--- src/rtl/sudoku_seq_ctrl_if.sv ---
// Signal bundle between the Sudoku sequencer, its user-event source and the datapath.
// The slave side is the sequencer; the master side drives events and returns solved.
interface sudoku_seq_ctrl_if;
  logic       new_game;
  logic       key_valid;
  logic [3:0] key_data;
  logic       check_req;
  logic       solved;
  logic       set_board_flag;
  logic       set_diff_flag;
  logic       cell_flag;
  logic       val_flag;
  logic       check_flag;
  logic [3:0] rand_setup;
  logic [3:0] rand_A;
  logic [3:0] rand_B;
  logic [3:0] diff_cell_val;
  logic       busy;
  logic       win;

  modport master (
    output new_game, key_valid, key_data, check_req, solved,
    input  set_board_flag, set_diff_flag, cell_flag, val_flag, check_flag,
    input  rand_setup, rand_A, rand_B, diff_cell_val, busy, win
  );

  modport slave (
    input  new_game, key_valid, key_data, check_req, solved,
    output set_board_flag, set_diff_flag, cell_flag, val_flag, check_flag,
    output rand_setup, rand_A, rand_B, diff_cell_val, busy, win
  );
endinterface

--- src/rtl/sudoku_seq_ctrl.sv ---
// Sequencer ahead of the Sudoku datapath: turns user events into timed flag bursts,
// drives the shared operand bus and board seeds, and reports a win from solved.
module sudoku_seq_ctrl #(
  parameter int unsigned FLAG_CYCLES = 2,
  parameter logic [11:0] LFSR_SEED   = 12'h001
) (
  input  logic              clka,
  input  logic              restart_n,
  sudoku_seq_ctrl_if.slave  io
);

  typedef enum logic [3:0] {
    S_IDLE,
    S_BOARD,
    S_WAIT_DIFF,
    S_DIFF,
    S_PLAY,
    S_CELL,
    S_WAIT_VAL,
    S_VAL,
    S_CHECK,
    S_CHECK_WAIT,
    S_DONE
  } state_e;

  localparam int unsigned        CW       = (FLAG_CYCLES > 1) ? $clog2(FLAG_CYCLES) : 1;
  localparam logic [CW-1:0]      CNT_LAST = CW'(FLAG_CYCLES - 1);

  state_e        state_q, state_d;
  logic [CW-1:0] cnt_q, cnt_d;
  logic [11:0]   lfsr_q, lfsr_d;
  logic [11:0]   rand_q, rand_d;
  logic [3:0]    dcv_q, dcv_d;
  logic          board_q, diff_q, cell_q, val_q, check_q, busy_q, win_q;
  logic          burst_last;

  // NOTE: every variable driven here gets a default first, so no path leaves it
  // unassigned and no latch is inferred.
  always_comb begin
    state_d    = state_q;
    cnt_d      = cnt_q;
    rand_d     = rand_q;
    dcv_d      = dcv_q;
    lfsr_d     = {lfsr_q[10:0], lfsr_q[11] ^ lfsr_q[5] ^ lfsr_q[3] ^ lfsr_q[0]};
    burst_last = (cnt_q == CNT_LAST);

    if (io.new_game) begin
      // Abort/start wins everywhere; seeds come from the pre-advance LFSR value.
      state_d = S_BOARD;
      cnt_d   = '0;
      rand_d  = lfsr_q;
    end else begin
      unique case (state_q)
        S_IDLE: ;
        S_BOARD: begin
          cnt_d = burst_last ? '0 : cnt_q + 1'b1;
          if (burst_last) state_d = S_WAIT_DIFF;
        end
        S_WAIT_DIFF: begin
          if (io.key_valid && (io.key_data <= 4'd3)) begin
            dcv_d   = io.key_data;
            cnt_d   = '0;
            state_d = S_DIFF;
          end
        end
        S_DIFF: begin
          cnt_d = burst_last ? '0 : cnt_q + 1'b1;
          if (burst_last) state_d = S_PLAY;
        end
        S_PLAY: begin
          if (io.check_req) begin
            state_d = S_CHECK;
          end else if (io.key_valid) begin
            dcv_d   = io.key_data;
            cnt_d   = '0;
            state_d = S_CELL;
          end
        end
        S_CELL: begin
          cnt_d = burst_last ? '0 : cnt_q + 1'b1;
          if (burst_last) state_d = S_WAIT_VAL;
        end
        S_WAIT_VAL: begin
          if (io.key_valid && (io.key_data >= 4'd1) && (io.key_data <= 4'd4)) begin
            dcv_d   = io.key_data;
            cnt_d   = '0;
            state_d = S_VAL;
          end
        end
        S_VAL: begin
          cnt_d = burst_last ? '0 : cnt_q + 1'b1;
          if (burst_last) state_d = S_PLAY;
        end
        S_CHECK:      state_d = S_CHECK_WAIT;
        S_CHECK_WAIT: state_d = io.solved ? S_DONE : S_PLAY;
        S_DONE: ;
        default:      state_d = S_IDLE;
      endcase
    end
  end

  // NOTE: sequential state uses non-blocking assignments so every register samples
  // the pre-edge values of the others, independent of statement order.
  always_ff @(posedge clka or negedge restart_n) begin
    if (!restart_n) begin
      state_q <= S_IDLE;
      cnt_q   <= '0;
      lfsr_q  <= LFSR_SEED;
      rand_q  <= '0;
      dcv_q   <= '0;
      board_q <= 1'b0;
      diff_q  <= 1'b0;
      cell_q  <= 1'b0;
      val_q   <= 1'b0;
      check_q <= 1'b0;
      busy_q  <= 1'b0;
      win_q   <= 1'b0;
    end else begin
      state_q <= state_d;
      cnt_q   <= cnt_d;
      lfsr_q  <= lfsr_d;
      rand_q  <= rand_d;
      dcv_q   <= dcv_d;
      // Outputs are decoded from the next state so they are registered yet in step.
      board_q <= (state_d == S_BOARD);
      diff_q  <= (state_d == S_DIFF);
      cell_q  <= (state_d == S_CELL);
      val_q   <= (state_d == S_VAL);
      check_q <= (state_d == S_CHECK);
      busy_q  <= state_d inside {S_BOARD, S_DIFF, S_CELL, S_VAL, S_CHECK, S_CHECK_WAIT};
      win_q   <= (state_d == S_DONE);
    end
  end

  assign io.set_board_flag = board_q;
  assign io.set_diff_flag  = diff_q;
  assign io.cell_flag      = cell_q;
  assign io.val_flag       = val_q;
  assign io.check_flag     = check_q;
  assign io.rand_setup     = rand_q[11:8];
  assign io.rand_A         = rand_q[7:4];
  assign io.rand_B         = rand_q[3:0];
  assign io.diff_cell_val  = dcv_q;
  assign io.busy           = busy_q;
  assign io.win            = win_q;

endmodule

--- src/flat_wrapper.sv ---
// flat-port wrapper written by rule: the top's interface ports become plain ports
module sudoku_seq_ctrl_flat 
#(
  parameter int unsigned FLAG_CYCLES = 2,
  parameter logic [11:0] LFSR_SEED   = 12'h001
)
  (clka, restart_n, io_new_game, io_key_valid, io_key_data, io_check_req, io_solved, io_set_board_flag, io_set_diff_flag, io_cell_flag, io_val_flag, io_check_flag, io_rand_setup, io_rand_A, io_rand_B, io_diff_cell_val, io_busy, io_win);
  sudoku_seq_ctrl_if io_i ();
  input  logic clka;
  input  logic restart_n;
  input wire logic [$bits(io_i.new_game)-1:0] io_new_game;
  input wire logic [$bits(io_i.key_valid)-1:0] io_key_valid;
  input wire logic [$bits(io_i.key_data)-1:0] io_key_data;
  input wire logic [$bits(io_i.check_req)-1:0] io_check_req;
  input wire logic [$bits(io_i.solved)-1:0] io_solved;
  output wire logic [$bits(io_i.set_board_flag)-1:0] io_set_board_flag;
  output wire logic [$bits(io_i.set_diff_flag)-1:0] io_set_diff_flag;
  output wire logic [$bits(io_i.cell_flag)-1:0] io_cell_flag;
  output wire logic [$bits(io_i.val_flag)-1:0] io_val_flag;
  output wire logic [$bits(io_i.check_flag)-1:0] io_check_flag;
  output wire logic [$bits(io_i.rand_setup)-1:0] io_rand_setup;
  output wire logic [$bits(io_i.rand_A)-1:0] io_rand_A;
  output wire logic [$bits(io_i.rand_B)-1:0] io_rand_B;
  output wire logic [$bits(io_i.diff_cell_val)-1:0] io_diff_cell_val;
  output wire logic [$bits(io_i.busy)-1:0] io_busy;
  output wire logic [$bits(io_i.win)-1:0] io_win;
  assign io_i.new_game = io_new_game;
  assign io_i.key_valid = io_key_valid;
  assign io_i.key_data = io_key_data;
  assign io_i.check_req = io_check_req;
  assign io_i.solved = io_solved;
  assign io_set_board_flag = io_i.set_board_flag;
  assign io_set_diff_flag = io_i.set_diff_flag;
  assign io_cell_flag = io_i.cell_flag;
  assign io_val_flag = io_i.val_flag;
  assign io_check_flag = io_i.check_flag;
  assign io_rand_setup = io_i.rand_setup;
  assign io_rand_A = io_i.rand_A;
  assign io_rand_B = io_i.rand_B;
  assign io_diff_cell_val = io_i.diff_cell_val;
  assign io_busy = io_i.busy;
  assign io_win = io_i.win;
  sudoku_seq_ctrl #(.FLAG_CYCLES(FLAG_CYCLES), .LFSR_SEED(LFSR_SEED)) u_core (.clka(clka), .restart_n(restart_n), .io(io_i));
endmodule
--- config.mk ---
export PLATFORM = sky130hd
export DESIGN_NAME = sudoku_seq_ctrl_flat
export DESIGN_NICKNAME = d
export VERILOG_FILES = /design/src/rtl/sudoku_seq_ctrl_if.sv /design/src/rtl/sudoku_seq_ctrl.sv /design/src/flat_wrapper.sv
export SDC_FILE = /design/constraint.sdc
export NUM_CORES = 1
export LEC_CHECK = 0
export CORE_MARGIN = 3
export CORE_UTILIZATION = 48
export CTS_BUF_LIST = sky130_fd_sc_hd__clkbuf_2 sky130_fd_sc_hd__clkbuf_4 sky130_fd_sc_hd__clkbuf_8
export CTS_CLUSTER_DIAMETER = 30
export DETAILED_ROUTE_END_ITERATION = 6
export PLACE_DENSITY_LB_ADDON = 0.12
export SLEW_MARGIN = 20
export SYNTH_ARGS = -nofsm -noshare
export SYNTH_HDL_FRONTEND = slang
export SYNTH_SLANG_ARGS = --single-unit
--- constraint.sdc ---
create_clock -name clka -period 1.5 [get_ports clka]
set_input_delay 0.3 -clock clka [delete_from_list [all_inputs] [get_ports clka]]
set_output_delay 0.3 -clock clka [all_outputs]
set_load 0.1 [all_outputs]
=== Word level (Yosys, flattened, before mapping) ===
Index checks and enable logic that the tools add are counted.

* Register bits: 40
* Input port bits: 10
* Logic and storage cells: 79

* Add/sub/neg operators: 1
* Order comparisons: 3
* Equal/unequal tests: 25
* Mux-type cells: 22
* Bitwise logic cells: 4
* Reduce and logical (&&, ||, !) cells: 12

{| class="wikitable"
|+ Operator list
! cell !! number
|-
| $mux W4 || 13
|-
| $pmux W4 S9 || 1
|-
| $eq A4 B3 Y1 const B || 6
|-
| $eq A4 B4 Y1 const B || 6
|-
| $eq A4 B2 Y1 const B || 3
|-
| $pmux W4 S3 || 1
|-
| $eq A4 B1 Y1 const B || 2
|-
| $mux W1 || 6
|-
| $ne A3 B2 Y1 const B || 2
|-
| $ne A3 B3 Y1 const B || 2
|-
| $reduce_and A6 Y1 || 1
|-
| $reduce_bool A6 Y1 || 1
|-
| $reduce_and A5 Y1 || 1
|-
| $reduce_bool A5 Y1 || 1
|-
| $ge A4 B1 Y1 const B || 1
|-
| $le A4 B2 Y1 const B || 1
|-
| $le A4 B3 Y1 const B || 1
|-
| $logic_not A4 Y1 || 1
|-
| $ne A2 B1 Y1 const B || 2
|-
| $ne A2 B2 Y1 const B || 2
|-
| $pmux W1 S4 || 1
|-
| $reduce_or A2 Y1 || 2
|-
| $reduce_or A4 Y1 || 1
|-
| $logic_and A1 B1 Y1 || 3
|-
| other kinds (4) || 6
|}

=== Depth between registers and ports, before layout ===
* Word-level depth: 8
* Depth in mapped cells: 6
* Mapped depth without buffers: 5

=== Worst setup path after synthesis ===
No wires, ideal clock.

* Path kind: flip-flop to flip-flop
* Start point: register u_core.state_q[0]
* End point: register u_core.dcv_q[2], in the netlist u_core.io.diff_cell_val[2]
* Setup time: 126 ps
* Arrival: 1412 ps
* Data required time: 1374 ps
* Slack: -38 ps
* Stages on the path, launching flop included: 6
* Path buffers: 1
* Clock period less this slack: 1538 ps
* Cell sequence: dfrtp_1 buf_6 and4bb_2 o31ai_2 nand4_2 mux2_2

* Longest elaborated chain between the ends: 3
* Elaborated cells between the ends (all ways): 10
* Classes of those cells: eq/ne: 7; mux: 1; reduce/logical: 2

{| class="wikitable"
|+ RTL lines
! item !! RTL line !! source
|-
| from (decl) || sudoku_seq_ctrl.sv:29 || <nowiki>state_e state_q, state_d;</nowiki>
|-
| from (signal assigned) || sudoku_seq_ctrl.sv:119 || <nowiki>state_q <= state_d;</nowiki>
|-
| $eq A4 B3 Y1 or $eq A4 B2 Y1 (tied branches) || sudoku_seq_ctrl.sv:53 || <nowiki>unique case (state_q)</nowiki>
|-
| $ne A2 B1 Y1 (no line), or another cell as far along || -- ||
|-
| $reduce_and A6 Y1 (no line) || -- ||
|-
| to (signal assigned) || sudoku_seq_ctrl.sv:123 || <nowiki>dcv_q <= dcv_d;</nowiki>
|-
| to (decl) || sudoku_seq_ctrl.sv:33 || <nowiki>logic [3:0] dcv_q, dcv_d;</nowiki>
|}

Parallel ways exist; a longest one is shown, timed or not.
A chain may end at the register's enable or synchronous reset.

=== Final worst setup path ===
* Start point: register u_core.state_q[2]
* End point: register u_core.diff_q, in the netlist u_core.io.set_diff_flag

* Longest elaborated chain between the ends: 5
* Elaborated cells between the ends (all ways): 23
* Classes of those cells: eq/ne: 11; mux: 9; reduce/logical: 3

{| class="wikitable"
|+ RTL lines
! item !! RTL line !! source
|-
| $eq A4 B4 Y1, or another cell as far along || sudoku_seq_ctrl.sv:53 ||
|-
| $reduce_or A2 Y1 (no line) or $mux W4 (tied branches) || -- ||
|-
| $pmux W4 S9 (*) || sudoku_seq_ctrl.sv:53 ||
|-
| $mux W4 (*) || sudoku_seq_ctrl.sv:47 || <nowiki>if (io.new_game) begin</nowiki>
|-
| $eq A4 B2 Y1 (*) || sudoku_seq_ctrl.sv:126 || <nowiki>diff_q <= (state_d == S_DIFF);</nowiki>
|-
| to (signal assigned) || sudoku_seq_ctrl.sv:126 ||
|-
| to (decl) || sudoku_seq_ctrl.sv:34 || <nowiki>logic board_q, diff_q, cell_q, val_q, check_q, busy_q, win_q;</nowiki>
|}

Every way passes the cells marked *; elsewhere a longest branch is shown, timed or not.

==> flow_metrics.py <==
metrics = {
    "sta": {
        "final.period_utilization_pct": 113,
        "fin_skew_ps": 14.0,
        "finalHoldViolCount": 0,
        "final-setup-viol-count": 12,
        "timing_max_transition_violations_final": 0,
        "transition_time_of_the_tightest_slew_check_pin_ps": 392,
        "post-route-min-period_ps": 1690,
        "clock.fmax_ghz": 0.592,
        "grt_setup_unrepaired": "yes",
        "slew_headroom_pct": 73.9,
        "worst_slack_ps": -190,
    },
    "run_status": {
        "violations": "setup timing",
        "status": "finished with violations",
    },
    "clock_network": {
        "number_of_h_tree_branching_levels": 2,
        "cts.reportedPaths.clkPinSlew_ps": 120,
        "tritoncts": "built",
        "clk-insertion-delay-late_ps": 340,
        "ctsLongestPathBuffers": 2,
        "cts-buffers-inserted": 5,
        "numClockSinks": 40,
        "cts_root_buffer": "sky130_fd_sc_hd__clkbuf_4",
    },
    "yosys": {
        "synth.yosys.seq_area_share_pct": 58.0,
        "share_of_async_settable_or_async_resettable_flops_after_synthesis_pct": 100,
        "yosysMostFrequentCell": "sky130_fd_sc_hd__dfrtp_1",
        "yosys_warnings": 0,
        "synth_ff_type": "sky130_fd_sc_hd__dfrtp_1",
        "synth_cells": 125,
        "ys_seq_elements": 40,
        "yosys-top-cells-count": "sky130_fd_sc_hd__dfrtp_1, sky130_fd_sc_hd__mux2_2, sky130_fd_sc_hd__a21oi_1",
        "synth_fp_nets": 135,
        "post-synth-top-area-fraction_pct": 56.4,
        "post_synth_edffs": 0,
        "post_synth_main_area_contributors": "sky130_fd_sc_hd__dfrtp_1, sky130_fd_sc_hd__mux2_2, sky130_fd_sc_hd__buf_6",
        "netlist-cell-type-count": 44,
        "syn-mean-instance-area_sq_um": 13.8,
        "syn-cell-area_sq_um": 1730,
        "library_cell_with_the_largest_summed_area_after_synthesis": "sky130_fd_sc_hd__dfrtp_1",
    },
    "placed_design": {
        "placed_wire_length_estimate_um": 2710,
        "io_buffer_count": 32,
        "dp_slack_ps": -581,
        "gpl.final_weighted_congestion": 0.799,
    },
    "cells_and_area": {
        "area.growth.synth_to_final_pct": 57.9,
        "antennaDiodeCount": 0,
        "nNetsFinal": 198,
        "layout-drive-gt1-share_pct": 54.8,
    },
    "grt": {
        "grt_pass1_vias": 1295,
        "largest_net_degree_at_the_start_of_global_routing": 41,
        "gr-usage-all-layers_pct": 19.6,
        "overflow_after_grt": 0,
        "grt_antenna_before_repair": 0,
        "grt_pass1_wl_um": 6310,
    },
    "floorplan": {
        "core.rowCount": 21,
        "floorplan.initialDensity_pct": 50.6,
        "die_w_um": 66.0,
        "die_h_um": 66.0,
        "top_level_ports": 33,
        "die_area_sq_um": 4360,
        "core_region_area_sq_um": 3420,
    },
    "pwr": {
        "p_sw_w": 0.00126,
        "post-layout-total-power_w": 0.00328,
        "p_int_w": 0.00201,
        "clockPowerShare_pct": 18.2,
        "power_leakage_nw": 1.27,
        "p_sw_share_pct": 38.5,
        "power-per-cell-area_nw_per_um2": 1200,
        "irDropWorstVdd_v": 0.000756,
        "pwr-share-comb_pct": 42.9,
        "fraction_of_power_consumed_by_sequential_logic_pct": 39.0,
    },
    "drt": {
        "num_vias": 1259,
        "dr.pass1.iters": 4,
        "number_of_drc_violations_after_detailed_routing_iteration_0": 92,
        "drt-wirelength-per-cell_um": 17.5,
        "finalWirelength_um": 4100,
        "ant_nets": 0,
        "routed_vias_inst": 5.38,
        "detail_route.drc_violations": 0,
    },
    "critical_path": {
        "setup.worst_path.end_class": "register",
        "arrival_ps": 1920,
        "critPathLaunchType": "register",
        "critical_path_class": "register to register",
        "biggest_fanout_along_the_worst_timing_path": 7,
        "worst-endpoint-required_ps": 1730,
    },
    "min_path": {
        "hold_path.class": "register to register",
    },
    "run": {
        "cap_viol_max_count": 0,
    },
}
[cell type report]
| type | instances | area (sq um) |
|---|---|---|
| Clock buffer | 7 | 65.1 |
| Multi-Input combinational cell | 74 | 795 |
| Sequential cell | 40 | 1010 |
| Tap cell | 46 | 57.6 |
| Fill cell | 204 | 686 |
| Timing Repair Buffer | 62 | 788 |
| Inverter | 5 | 18.8 |
[registers in the layout (all words and copies together), names as in the netlist, 4 cells and up]
name / cells
u_core.lfsr_q: 12
u_core.rand_q: 12
u_core.io.diff_cell_val: 4
u_core.state_q: 4
[stage by stage]
step	cells	TNS, ps	utilization, %	area [sq um]	hold WS (ps)
2_1_floorplan	125	-112	-	1760	4.41
3_3_place_gp	218	-6610	72.7	2480	279
3_5_place_dp	218	-7720	72.7	2480	281
4_1_cts	231	-800	77.9	2660	387
5_1_grt	234	-2250	79.9	2730	395
6_report	234	-1510	79.9	2730	383
[routing by layer]
layer  GRT usage (%)  share of wire (%)  up-vias
met5               0                  0        -
met4            7.36                2.1        0
met3            4.59                4.1       11
met2            35.8                 53       33
met1            22.1                 41      643
li1                -                  -      572
[worst max-delay path, cell delays in order, from the launching register on]
cell	delay [ps]
sky130_fd_sc_hd__dfrtp_2	480
sky130_fd_sc_hd__buf_4	180
sky130_fd_sc_hd__nor4b_4	250
sky130_fd_sc_hd__a22o_1	280
sky130_fd_sc_hd__a211oi_2	80
sky130_fd_sc_hd__nor4bb_1	330
[power by group through the flow]
stage | Sequential, W | Combinational [W] | Clock, W
global route | 0.00129 | 0.00145 | 0.000660
floorplan | 0.00178 | 0.000292 | 0
detailed placement | 0.00130 | 0.00130 | 0
global placement | 0.00129 | 0.00128 | 0
CTS | 0.00128 | 0.00136 | 0.000605
finish | 0.00128 | 0.00140 | 0.000596
[repair_timing]
action / 4_1_cts / 5_1_grt
gates resized for setup: 21 / 10
hold buffers: 1 / 0
pin swaps: 10 / 5
buffers inserted: 5 / 3
hold endpoints to repair: 39 / 0
endpoints found under the setup margin: 14 / 15
[cells by family (layout without fill, tap and decap cells)]
group                  after synthesis  after routing  synth area share, %
AO/OA/AOI/OAI                       22             22                 10.8
multiplexers                        17             17                 11.0
XOR/XNOR                             3              3                 1.52
AND/OR/NAND/NOR                     32             32                 14.8
buffers and inverters               11             74                 3.98
flip-flops                          40             40                 58.0
[path summary, 6_finish.rpt]
path	from	end	cells past startpoint	slack [ps]
worst max-delay path	u_core.state_q[2]	u_core.io.set_diff_flag	5	-190
worst min-delay path	u_core.lfsr_q[10]	u_core.lfsr_q[11]	0	380
worst max register to register	u_core.state_q[2]	u_core.io.set_diff_flag	5	-190
worst min register to register	u_core.lfsr_q[10]	u_core.lfsr_q[11]	0	380
max in group asynchronous	restart_n	u_core.lfsr_q[0]	3	810
min in group asynchronous	restart_n	u_core.state_q[1]	3	430
[placed cells by master (no fill, tap or decap), drive strengths merged, types with 4 or more instances in the layout]
master       count
nor3b            4
o21ai            4
clkbuf           7
dfrtp           39
inv              5
dlygate4sd2      5
buf             53
a21oi            7
mux2            16
nor3             5
No activity file was read; power rests on OpenSTA's default activity.
